`src/rtl/counter_ctrl_pkg.sv`:
```
// Shared constants for the run/pause counter controller: FSM state
// encoding and default timing parameters.
package counter_ctrl_pkg;

   typedef enum logic [1:0] {
      IDLE  = 2'd0,
      RUN   = 2'd1,
      PAUSE = 2'd2
   } run_state_t;

   localparam int unsigned DIV_DEFAULT        = 50_000_000;
   localparam int unsigned DEB_CYCLES_DEFAULT = 500_000;

endpackage

```
`src/rtl/counter_ctrl_debouncer.sv`:
```
// Pushbutton conditioning: 2-flop synchronizer, stability-count debounce and
// a single-cycle press strobe on each debounced rising edge. Releases are
// debounced the same way but produce no strobe.
import counter_ctrl_pkg::*;

module debouncer #(
   parameter int unsigned DEB_CYCLES = DEB_CYCLES_DEFAULT
) (
   input  logic clk,
   input  logic reset,
   input  logic btn,
   output logic press
);

   localparam int unsigned CW = (DEB_CYCLES > 1) ? $clog2(DEB_CYCLES) : 1;
   localparam logic [CW-1:0] CNT_LAST = CW'(DEB_CYCLES - 1);

   logic          sync_1;
   logic          sync_2;
   logic          level;
   logic [CW-1:0] stab_cnt;

   // bring the raw button into the clock domain
   always_ff @(posedge clk) begin
      if (reset) begin
         sync_1 <= 1'b0;
         sync_2 <= 1'b0;
      end else begin
         sync_1 <= btn;
         sync_2 <= sync_1;
      end
   end

   // accept a new level only after DEB_CYCLES consecutive differing samples
   always_ff @(posedge clk) begin
      if (reset) begin
         stab_cnt <= '0;
         level    <= 1'b0;
         press    <= 1'b0;
      end else begin
         press <= 1'b0;
         if (sync_2 == level) begin
            stab_cnt <= '0;
         end else if (stab_cnt == CNT_LAST) begin
            stab_cnt <= '0;
            level    <= sync_2;
            press    <= sync_2;
         end else begin
            stab_cnt <= stab_cnt + 1'b1;
         end
      end
   end

endmodule

```
`src/rtl/counter_ctrl.sv`:
```
// Run/pause/direction controller for a downstream up/down counter.
// Three debounced buttons drive a small FSM; a prescaler running only in RUN
// emits one enable strobe per DIV clocks.
// Optional feature: define COUNTER_CTRL_STEP_EN to add a btn_step input that
// issues a single enable strobe while paused.
//
// state | meaning
// IDLE  | after reset, prescaler cleared, no strobes
// RUN   | prescaler counting, strobe on each wrap
// PAUSE | prescaler frozen, no strobes (except a step press when enabled)
import counter_ctrl_pkg::*;

module counter_ctrl #(
   parameter int unsigned DIV        = DIV_DEFAULT,
   parameter int unsigned DEB_CYCLES = DEB_CYCLES_DEFAULT
) (
   input  logic       clk,
   input  logic       reset,
   input  logic       btn_up,
   input  logic       btn_down,
   input  logic       btn_pause,
`ifdef COUNTER_CTRL_STEP_EN
   input  logic       btn_step,
`endif
   output logic       updown,
   output logic       enable,
   output logic [1:0] run_state
);

   localparam int unsigned PW = (DIV > 1) ? $clog2(DIV) : 1;
   localparam logic [PW-1:0] PRESC_LAST = PW'(DIV - 1);

   run_state_t    state_q;
   run_state_t    state_n;
   logic          updown_n;
   logic          step_pulse;
   logic [PW-1:0] presc;
   logic          up_press;
   logic          down_press;
   logic          pause_press;
   logic          step_press;
   logic          dir_press;
   logic          count_en;
   logic          presc_wrap;

   debouncer #(.DEB_CYCLES(DEB_CYCLES)) u_deb_up (
      .clk   (clk),
      .reset (reset),
      .btn   (btn_up),
      .press (up_press)
   );

   debouncer #(.DEB_CYCLES(DEB_CYCLES)) u_deb_down (
      .clk   (clk),
      .reset (reset),
      .btn   (btn_down),
      .press (down_press)
   );

   debouncer #(.DEB_CYCLES(DEB_CYCLES)) u_deb_pause (
      .clk   (clk),
      .reset (reset),
      .btn   (btn_pause),
      .press (pause_press)
   );

`ifdef COUNTER_CTRL_STEP_EN
   debouncer #(.DEB_CYCLES(DEB_CYCLES)) u_deb_step (
      .clk   (clk),
      .reset (reset),
      .btn   (btn_step),
      .press (step_press)
   );
`else
   assign step_press = 1'b0;
`endif

   // up and down together cancel each other
   assign dir_press  = up_press ^ down_press;
   // a RUN cycle that is about to leave RUN neither counts nor strobes
   assign count_en   = (state_q == RUN) && (state_n == RUN);
   assign presc_wrap = (presc == PRESC_LAST);
   assign run_state  = state_q;

   // next state and direction; pause press outranks direction presses
   always_comb begin
      state_n    = state_q;
      updown_n   = updown;
      step_pulse = 1'b0;
      case (state_q)
         IDLE: begin
            if (dir_press) begin
               state_n  = RUN;
               updown_n = up_press;
            end
         end
         RUN: begin
            if (pause_press) begin
               state_n = PAUSE;
            end else if (dir_press) begin
               updown_n = up_press;
            end
         end
         PAUSE: begin
            if (pause_press) begin
               state_n = RUN;
            end else if (dir_press) begin
               state_n  = RUN;
               updown_n = up_press;
            end else if (step_press) begin
               step_pulse = 1'b1;
            end
         end
         default: begin
            state_n = IDLE;
         end
      endcase
   end

   // state register
   always_ff @(posedge clk) begin
      if (reset) begin
         state_q <= IDLE;
      end else begin
         state_q <= state_n;
      end
   end

   // prescaler, direction and strobe; strobe is dropped when direction flips
   always_ff @(posedge clk) begin
      if (reset) begin
         updown <= 1'b1;
         enable <= 1'b0;
         presc  <= '0;
      end else begin
         updown <= updown_n;
         enable <= ((count_en && presc_wrap) || step_pulse) && (updown_n == updown);
         if ((state_q == IDLE) && (state_n == RUN)) begin
            presc <= '0;
         end else if (count_en) begin
            presc <= presc_wrap ? '0 : presc + 1'b1;
         end
      end
   end

endmodule

```
`config.mk`:
```
export PLATFORM = sky130hd
export DESIGN_NAME = counter_ctrl
export DESIGN_NICKNAME = d
export VERILOG_FILES = /design/src/rtl/counter_ctrl_pkg.sv /design/src/rtl/counter_ctrl_debouncer.sv /design/src/rtl/counter_ctrl.sv
export SDC_FILE = /design/constraint.sdc
export NUM_CORES = 1
export LEC_CHECK = 0
export CAP_MARGIN = 15
export CORE_MARGIN = 3
export CORE_UTILIZATION = 55
export DETAILED_ROUTE_END_ITERATION = 7
export MAX_ROUTING_LAYER = met4
export PLACE_DENSITY_LB_ADDON = 0.08
export SYNTH_ARGS = -nofsm -noshare
export SYNTH_HDL_FRONTEND = slang
export SYNTH_SLANG_ARGS = --single-unit
```
`constraint.sdc`:
```
create_clock -name clk -period 2 [get_ports clk]
set_clock_uncertainty 0.2 [all_clocks]
set_input_delay 0.5 -clock clk [delete_from_list [all_inputs] [get_ports clk]]
set_output_delay 0.5 -clock clk [all_outputs]
set_load 0.005 [all_outputs]
```
# --- After elaboration in Yosys (flattened, before gate mapping) ---
# Index checks and enable logic that the tools add are counted.
word_totals:
  in_bits: 5
  regBits: 99
  elab_cells: 65
  out_inout_bits: 4
classes:
  bitwise_logic: 7
  n_addsub: 4
  n_reduce_logical: 16
  muxes: 8
  eq_ne: 11
ops:
  columns: ["op", "count"]
  rows:
  - ["19-bit by 1-bit adder with 19-bit output, second input constant", 3]
  - ["19-bit == test, second input constant", 3]
  - ["26-bit by 1-bit adder with 26-bit output, second input constant", 1]
  - ["26-bit == test, second input constant", 1]
  - ["26-bit 2-to-1 mux", 1]
  - ["3-bit OR reduction", 6]
  - ["2-bit 2-to-1 mux", 3]
  - ["1-bit inverter", 6]
  - ["2-bit case mux with 3 select lines", 1]
  - ["2-bit AND reduction", 3]
  - ["1-bit == test", 4]
  - ["2-bit by 1-bit == test with 1-bit output, second input constant", 2]
  - ["1-bit logical AND", 4]
  - ["2-bit OR reduction", 2]
  - ["2-bit == test, second input constant", 1]
  - ["2-bit zero test", 1]
  - ["1-bit 2-to-1 mux", 2]
  - ["1-bit case mux with 2 select lines", 1]
  - ["1-bit bitwise XOR", 1]

# --- Longest topological paths before layout ---
# Gate-level depths: netlist (run 1).
depth:
  depth_word: 8
  mapped_depth: 9
  mapped_depth_nobuf: 7

# --- Cells and area by module ---
# A second synthesis (run 1) with hierarchy kept.
unflattened:
  hier_cells: 540
  hier_area_um2: 4722.0
modules_own_cells:
  columns: ["module", "cells_per_inst", "seq_area_each_um2", "n_inst", "area_each_um2"]
  rows:
  - ["debouncer", 117, 460.4, 3, 1047.3]
  - ["counter_ctrl", 189, 600.6, 1, 1580.3]

# --- Worst setup path after synthesis (run 1) ---
# No wires, ideal clock.
synth_path:
  kind: "reg-to-reg"
  startpoint: "register state_q[0], in the netlist run_state[0]"
  endpoint: "register presc[13]"
  n_path_buf: 1
  slack_ns: -0.221
  setup_time_ns: 0.124
  period_less_slack_ns: 2.221
  arrival_ns: 1.898
  required_time_ns: 1.676
  stages_incl_launch_ff: 8
  cell_sequence: "dfxtp_1 > ha_1 > nor4b_4 > o221ai_2 > buf_2 > a2111oi_2 > a211o_1 > a21oi_1"
synth_via:
  elab_chain_len: 6
  word_cells_on_any_way: 11
  cone_classes: "3 x eq/ne; 4 x mux; 4 x reduce/logical"
synth_lines:
  columns: ["element", "line", "text"]
  rows:
  - ["start, declared", "counter_ctrl.sv:33", "run_state_t state_q;"]
  - ["start signal, assigned", "counter_ctrl.sv:125", "state_q <= state_n;"]
  - ["2-bit 2-to-1 mux", "counter_ctrl.sv:92, counter_ctrl.sv:107", null]
  - ["2-bit 2-to-1 mux", "counter_ctrl.sv:105", "if (pause_press) begin"]
  - ["2-bit case mux with 3 select lines", "counter_ctrl.sv:90", "case (state_q)"]
  - ["2-bit by 1-bit == test with 1-bit output", "counter_ctrl.sv:81, counter_ctrl.sv:138", null]
  - ["1-bit logical AND", "counter_ctrl.sv:138", "if ((state_q == IDLE) && (state_n == RUN)) begin"]
  - ["2-bit OR reduction (no line)", null, null]
  - ["end signal, assigned", "counter_ctrl.sv:141", "presc <= presc_wrap ? '0 : presc + 1'b1;"]
  - ["end, declared", "counter_ctrl.sv:37", "logic [PW-1:0] presc;"]
# Parallel ways exist; a longest one is shown, timed or not.
# A chain may end at the register's enable or synchronous reset.

# --- Worst setup path in the final report (run 1) ---
layout_path:
  startpoint: "register state_q[1], in the netlist run_state[1]"
  endpoint: "register presc[3]"
# Same word-level chain as after synthesis.

==> impl_metrics.csv, run 1 <==
group,metric,value,unit
sta,drv_slew,0,
sta,max_freq,0.4531,GHz
route,drc_errors,0,
synth,netlist_area,4626,µm²
grt,grt_pass1_vias,3646,
clocking,cts_hold_repair.buffers,0,
route,routed_wl,10.23,mm
setup_path,required,2090,ps
route,ant_nets,0,
die,pin_count,9,
hold_path,hold_class,"flip-flop to flip-flop",
cells_and_area,drive_above_1_share,0.2375,
die,coreArea,7928,µm²
synth,synth.avg_cell_area,8.896,µm²
sta,tns,-4111,ps
synth,ys_types,49,
route,drtIter0Drc,119,
grt,grt_pass1_wl,16.26,mm
die,die_h,97.71,µm
setup_path,end_kind,"flip-flop",
sta,worst-slew-pin-transition,442.6,ps
status,violations,"negative setup slack",
synth,synth_nets,533,
grt,antenna_found_initial,0,
synth,synth_flop_cell,"dfxtp_1",
die,die-area,9546,µm²
clocking,cts_buffers,9,
setup_path,critPathArrivalTime,2300,ps
route,vias,3886,
synth,synth_top_area_share,0.4285,
sta,worst_slew_margin_rel,0.7022,
synth,yosysWarningCount,0,
die,initial_core_util,0.5835,
power_and_ir_drop,power.density,554.2,nW/µm²
placement,port_buffers,8,
grt,grt-ovfl-total,0,
sta,period_needed,2207,ps
clocking,h-tree-depth,3,
grt,grt_max_degree,20,
route,vias_per_cell,5.520,
clocking,cts_root_buf,"clkbuf_8",
cells_and_area,stdcell_area,6008,µm²
sta,finalSetupViolCount,26,
grt,gr-max-usage-layer,"met2",
setup_path,crit_fanout,9,
clocking,cts.sink_count,99,
synth,ys_async_sr_fraction,0,
placement,postPlaceCellArea,5474,µm²
flow_run,maxCapViolCount,0,
route,drtPass1Iterations,5,
die,num_rows,32,
synth,ys_seq_area_frac,0.4285,
sta,grt_setup_unrepaired,"true",
power_and_ir_drop,fin_total_pwr,3.330,mW
clocking,cts_tree,"yes",
grt,use_met2,0.3432,
status,status,"finished, violations left",
setup_path,critPathKind,"flip-flop to flip-flop",
placement,dpl.hpwl,6.624,mm
synth,synth_edf_count,0,
cells_and_area,areaGrowthSynthToFinish,29.89,%
cells_and_area,finalNetCount,611,
route,wl_per_cell,14.53,µm
grt,grtUsageMet1,0.2636,
power_and_ir_drop,ir_worst_vdd,0.3923,mV
sta,hold_viol_final,0,
synth,yosysTopAreaCell,"dfxtp_1",
clocking,clockBufferDepth,2,
power_and_ir_drop,leakagePower,1.981,nW
cells_and_area,antenna_cells_inserted,0,
synth,postSynthCellCount,520,
synth,ys_top_cells_by_area,"dfxtp_1 43%, xnor2_1 9.1%, nor2_1 8.2%, xor2_1 5.1%, nand3_1 3.8%",
clocking,clkSlewWorstSetupHoldPaths,90,ps
die,die_x,97.71,µm
sta,timing.final.crit_share,1.103,
setup_path,critPathLaunchType,"flip-flop",
grt,met3_usage,0.03733,
grt,grt_usage,0.2072,
synth,synth-seq-cells,99,
sta,fin_ws,-206.8,ps
placement,gp_congestion,0.8089,
clocking,clkLatencyLatePin,350,ps
-- worst max-delay path, cell delays in order (launching register included) --
cell	delay, ps
dfxtp_4	420
inv_4	50
ha_4	160
and3b_2	230
o21ai_4	200
buf_6	130
nand2_2	60
a211o_4	390
clkbuf_16	180
nor2_1	120
-- flip-flops by register name, summed over array words and instances (netlist names) --
register,count
u_deb_up.press,1
u_deb_down.level,1
updown,1
u_deb_up.level,1
u_deb_pause.sync_1,1
u_deb_up.sync_1,1
enable,1
u_deb_down.press,1
u_deb_pause.press,1
u_deb_up.stab_cnt,19
u_deb_pause.stab_cnt,19
u_deb_pause.level,1
presc,26
u_deb_pause.sync_2,1
run_state,2
u_deb_down.stab_cnt,19
u_deb_up.sync_2,1
u_deb_down.sync_2,1
u_deb_down.sync_1,1
-- per-layer routing --
layer / routed length (µm) / share of wire
met1: 4624 / 0.45
met2: 5118 / 0.50
met3: 301 / 0.029
met4: 187 / 0.018
met5: 0 / 0
-- metrics by stage --
stage | util | hold WS, ps | setup WS [ps] | cells
6_report | 0.7579 | 248.2 | -206.8 | 704
4_1_cts | 0.7217 | 256.7 | -174.4 | 694
3_5_place_dp | 0.6905 | 228.9 | -181.2 | 677
3_3_place_gp | 0.6905 | 217.3 | -114.7 | 677
2_1_floorplan | - | 213.8 | -42.90 | 520
5_1_grt | 0.7579 | 267.2 | -324.7 | 704
-- layout by cell type, fill, tap and decap left out, drive strengths merged, types with 2 or more instances in the layout --
cell             n
a2111oi         11
clkdlybuf4s50    6
nand3           35
inv             15
nor4b            7
nand4           20
dlygate4sd2      2
nor3             9
nand2b           3
clkbuf          16
o32a             2
and3            11
or3              4
nor2b            8
mux2i            4
buf             74
xnor2           48
o22ai            2
a21oi           15
nand3b           2
or4              3
a211o            2
dfxtp           99
nor4             7
and2             3
o21ai            3
ha               8
xor2            27
nor2           101
a211oi           4
and4             6
nor3b            2
nand2           28
-- logic make-up after synthesis --
kind of cell               synth area share
and+or+nand+nor                      0.2783
DFF                                  0.4285
xor gates and xnor gates             0.1420
AOI/OAI and AO/OA                   0.08656
buffers and inverters               0.03192
adders and majority gates           0.02164
muxes                               0.01109
-- report_power, final --
group	internal [mW]	total, mW	leakage (nW)	switching [mW]
combinational	0.0414	0.0817	1.09	0.0403
sequential	1.97	1.98	0.801	0.00695
clock	0.612	1.27	0.0931	0.654
-- worst paths after layout --
kind / start / endpoint / slack (ps) / cells after the start
max reg2reg: run_state[1] / presc[3] / -210 / 9
min reg2reg: u_deb_down.sync_1 / u_deb_down.sync_2 / 250 / 1
max: run_state[1] / presc[3] / -210 / 9
min: u_deb_down.sync_1 / u_deb_down.sync_2 / 250 / 1
-- what timing repair did --
| action | in CTS | in global routing |
|---|---|---|
| cloned | 0 | 4 |
| endpoints found under the setup margin | 48 | 79 |
| pin swaps | 9 | 15 |
| setup buffers | 3 | 6 |
| resized for setup | 14 | 30 |
-- cells in the mapped netlist, drive strengths merged, types with 2 or more instances --
cell / number
nor4b: 7
o21ai: 3
nand3: 35
nor2b: 8
a211oi: 4
ha: 8
a21oi: 15
nand3b: 2
and2: 3
xnor2: 48
nor2: 101
o32a: 2
clkbuf: 5
xor2: 27
and3: 11
or3: 4
o22ai: 2
nor3b: 2
and4: 6
dfxtp: 99
or4: 3
buf: 14
nand4: 20
a211o: 2
inv: 14
nor4: 7
nor3: 9
a2111oi: 11
mux2i: 4
nand2: 28
nand2b: 3
-- layout make-up --
cell class                      count  area [µm²]
Inverter                           14       55.05
Clock inverter                      3       46.29
Clock buffer                       12       145.1
Tap cell                          102       127.6
Timing Repair Buffer               86       823.3
Multi-Input combinational cell    388        2815
Sequential cell                    99        1996
Fill cell                         561        1919
Note: power is estimated with default switching activity, not from simulation.
==> inputs of run 2 (changes only) <==
Settings changed: ABC_AREA set to 1, CORE_MARGIN 3 to 2.
==> run 2 against run 1 <==
Effect of this change: first-iteration DRC count up 100%; global-route usage rose by 3.9 points; sequential share of layout area decreased by 0.68 points; count of clock-buffer cells in the layout is 2 lower; register-to-register slack improved by 300 ps; power grew 4.6%; wire length is 13% higher; design area increased by 2.0%; critical path depth is 8 lower; final cell count rose by 36%; largest power group unchanged; the run now ends clean.
==> impl_metrics.csv, run 2 <==
group,metric,value,unit
clocking,cts_hold_repair.buffers,0,
setup_path,critPathLaunchType,"flip-flop",
grt,antenna_found_initial,0,
grt,grt_pass1_wl,19.98,mm
clocking,cts_tree,"yes",
placement,port_buffers,8,
setup_path,critPathKind,"flip-flop to output port",
sta,period_needed,1941,ps
synth,netlist_area,5244,µm²
clocking,cts_root_buf,"clkbuf_8",
hold_path,hold_class,"flip-flop to flip-flop",
power_and_ir_drop,ir_worst_vdd,0.4516,mV
clocking,cts_buffers,9,
sta,drv_slew,0,
cells_and_area,final_cells,954,
setup_path,r2r_setup_slack,90,ps
sta,worst_slew_margin_rel,0.6609,
cells_and_area,stdcell_area,6131,µm²
synth,synth-seq-cells,99,
cells_and_area,drive_above_1_share,0.1236,
synth,postSynthCellCount,775,
setup_path,required,1300,ps
route,drtIter0Drc,241,
cells_and_area,largest-register,"presc",
synth,yosysWarningCount,0,
grt,use_met2,0.3871,
power_and_ir_drop,power.density,568.3,nW/µm²
setup_path,critPathTopFamily,"buffers and inverters",
die,die_h,101.6,µm
cells_and_area,fillerInstances,817,
sta,fin_ws,58.85,ps
synth,yosys.cell_count.top_type,"nand2_1",
setup_path,crit_path_top_delay_cell,"clkdlybuf4s50_1",
route,routed_wl,11.59,mm
clocking,cts.sink_count,99,
cells_and_area,final_common_cell,"nand2_1",
synth,ys_top_cells_by_area,"dfxtp_1 38%, nand2_1 14%, nor2_1 9.8%, inv_1 6.2%, nand3_1 5.4%",
placement,place_ws,-49.15,ps
die,num_rows,35,
setup_path,crit_fanout,1,
grt,grt_pass1_vias,4535,
cells_and_area,final_cell_mix,"188 x nand2_1, 134 x nor2_1, 91 x dfxtp_1",
route,drtPass1Iterations,5,
synth,synth_nets,788,
grt,met3_usage,0.04417,
status,status,"finished clean",
clocking,clockBufferDepth,2,
clocking,clkSlewWorstSetupHoldPaths,90,ps
synth,synth_top_area_share,0.3780,
grt,grt-ovfl-total,0,
synth,ys_seq_area_frac,0.3780,
grt,grt_max_degree,20,
setup_path,path_cells,"clkdlybuf4s50_1",
sta,worst-slew-pin-transition,504.0,ps
placement,dp.cells,932,
placement,dpl.hpwl,8.305,mm
placement,postPlaceCellArea,5712,µm²
sta,hold_ws,208.2,ps
sta,finalSetupViolCount,0,
sta,hold_viol_final,0,
die,die-area,10330,µm²
sta,timing.final.crit_share,0.9706,
route,drc_errors,0,
power_and_ir_drop,leakagePower,2.227,nW
synth,ys_top_cells_by_count,"193 x nand2_1, 137 x nor2_1, 99 x dfxtp_1",
grt,grtUsageMet1,0.3205,
flow_run,maxCapViolCount,0,
placement,gp_congestion,0.9451,
grt,gr-max-usage-layer,"met2",
die,die_x,101.6,µm
setup_path,critical-path-max-stage-delay,510,ps
synth,yosysTopAreaCell,"dfxtp_1",
cells_and_area,largest_register_ffs,26,
sta,grt_setup_unrepaired,"false",
synth,ys_types,33,
setup_path,end_kind,"output port",
die,coreArea,9240,µm²
route,wl_per_cell,12.15,µm
synth,ys_async_sr_fraction,0,
route,vias,4940,
synth,synth.avg_cell_area,6.766,µm²
route,ant_nets,0,
clocking,clkLatencyLatePin,380,ps
cells_and_area,antenna_cells_inserted,0,
power_and_ir_drop,fin_total_pwr,3.484,mW
die,initial_core_util,0.5675,
clocking,h-tree-depth,3,
die,pin_count,9,
grt,grt_usage,0.2464,
synth,synth_edf_count,0,
cells_and_area,finalNetCount,833,
setup_path,critPathArrivalTime,1240,ps
cells_and_area,areaGrowthSynthToFinish,16.92,%
setup_path,critPathBufInv,1,
sta,max_freq,0.5152,GHz
sta,tns,0,ps
synth,synth_flop_cell,"dfxtp_1",
cells_and_area,final_util,0.6635,
route,vias_per_cell,5.178,
[run 2: repair_timing]
item / 4_1_cts / 5_1_grt
buffers inserted: 3 / 3
pin swaps: 2 / 12
cloned: 0 / 1
resized for setup: 8 / 38
setup endpoints to repair: 17 / 28
[run 2: area by class of cell]
cell class,instances,area [µm²],share of cell area
Sequential cell,99,1994,0.3253
Clock buffer,10,137.6,0.02245
Clock inverter,6,86.33,0.01408
Tap cell,129,161.4,0.02633
Multi-Input combinational cell,577,2948,0.4808
Timing Repair Buffer,45,462.9,0.07551
Inverter,88,340.3,0.05551
[run 2: path summary, 6_finish.rpt]
path	from	end	cells after the start
setup / recovery	enable	enable	1
setup reg to reg	run_state[0]	presc[20]	11
hold / removal	u_deb_up.sync_1	u_deb_up.sync_2	2
hold reg to reg	u_deb_up.sync_1	u_deb_up.sync_2	2
[run 2: cells by family after synthesis]
group | Yosys count | synth area share
buffers and inverters | 99 | 0.07898
adders and majority gates | 8 | 0.01909
AOI/OAI and AO/OA | 48 | 0.04748
DFF | 99 | 0.3780
xor gates and xnor gates | 44 | 0.07349
and+or+nand+nor | 477 | 0.4030
[run 2: metal layers]
metal	routed length (µm)	up-vias
met3	455	15
met5	0	-
li1	-	2574
met4	177	0
met2	5347	105
met1	5607	2246
[run 2: where the power goes]
group / leakage, nW / switching [mW] / internal (mW)
Sequential: 0.802 / 0.00387 / 1.98
Clock: 0.113 / 0.706 / 0.739
Combinational: 1.31 / 0.0338 / 0.0262
Total: 2.23 / 0.744 / 2.74
[run 2: worst reg2reg max path, cell delays in order, from the launching register on]
cell,delay (ps)
dfxtp_2,360
inv_4,50
ha_4,160
buf_4,130
o21ai_1,230
nand2_4,100
nand4_4,150
clkinv_4,130
buf_4,170
nand2_1,60
nand2_1,40
nor2_1,90
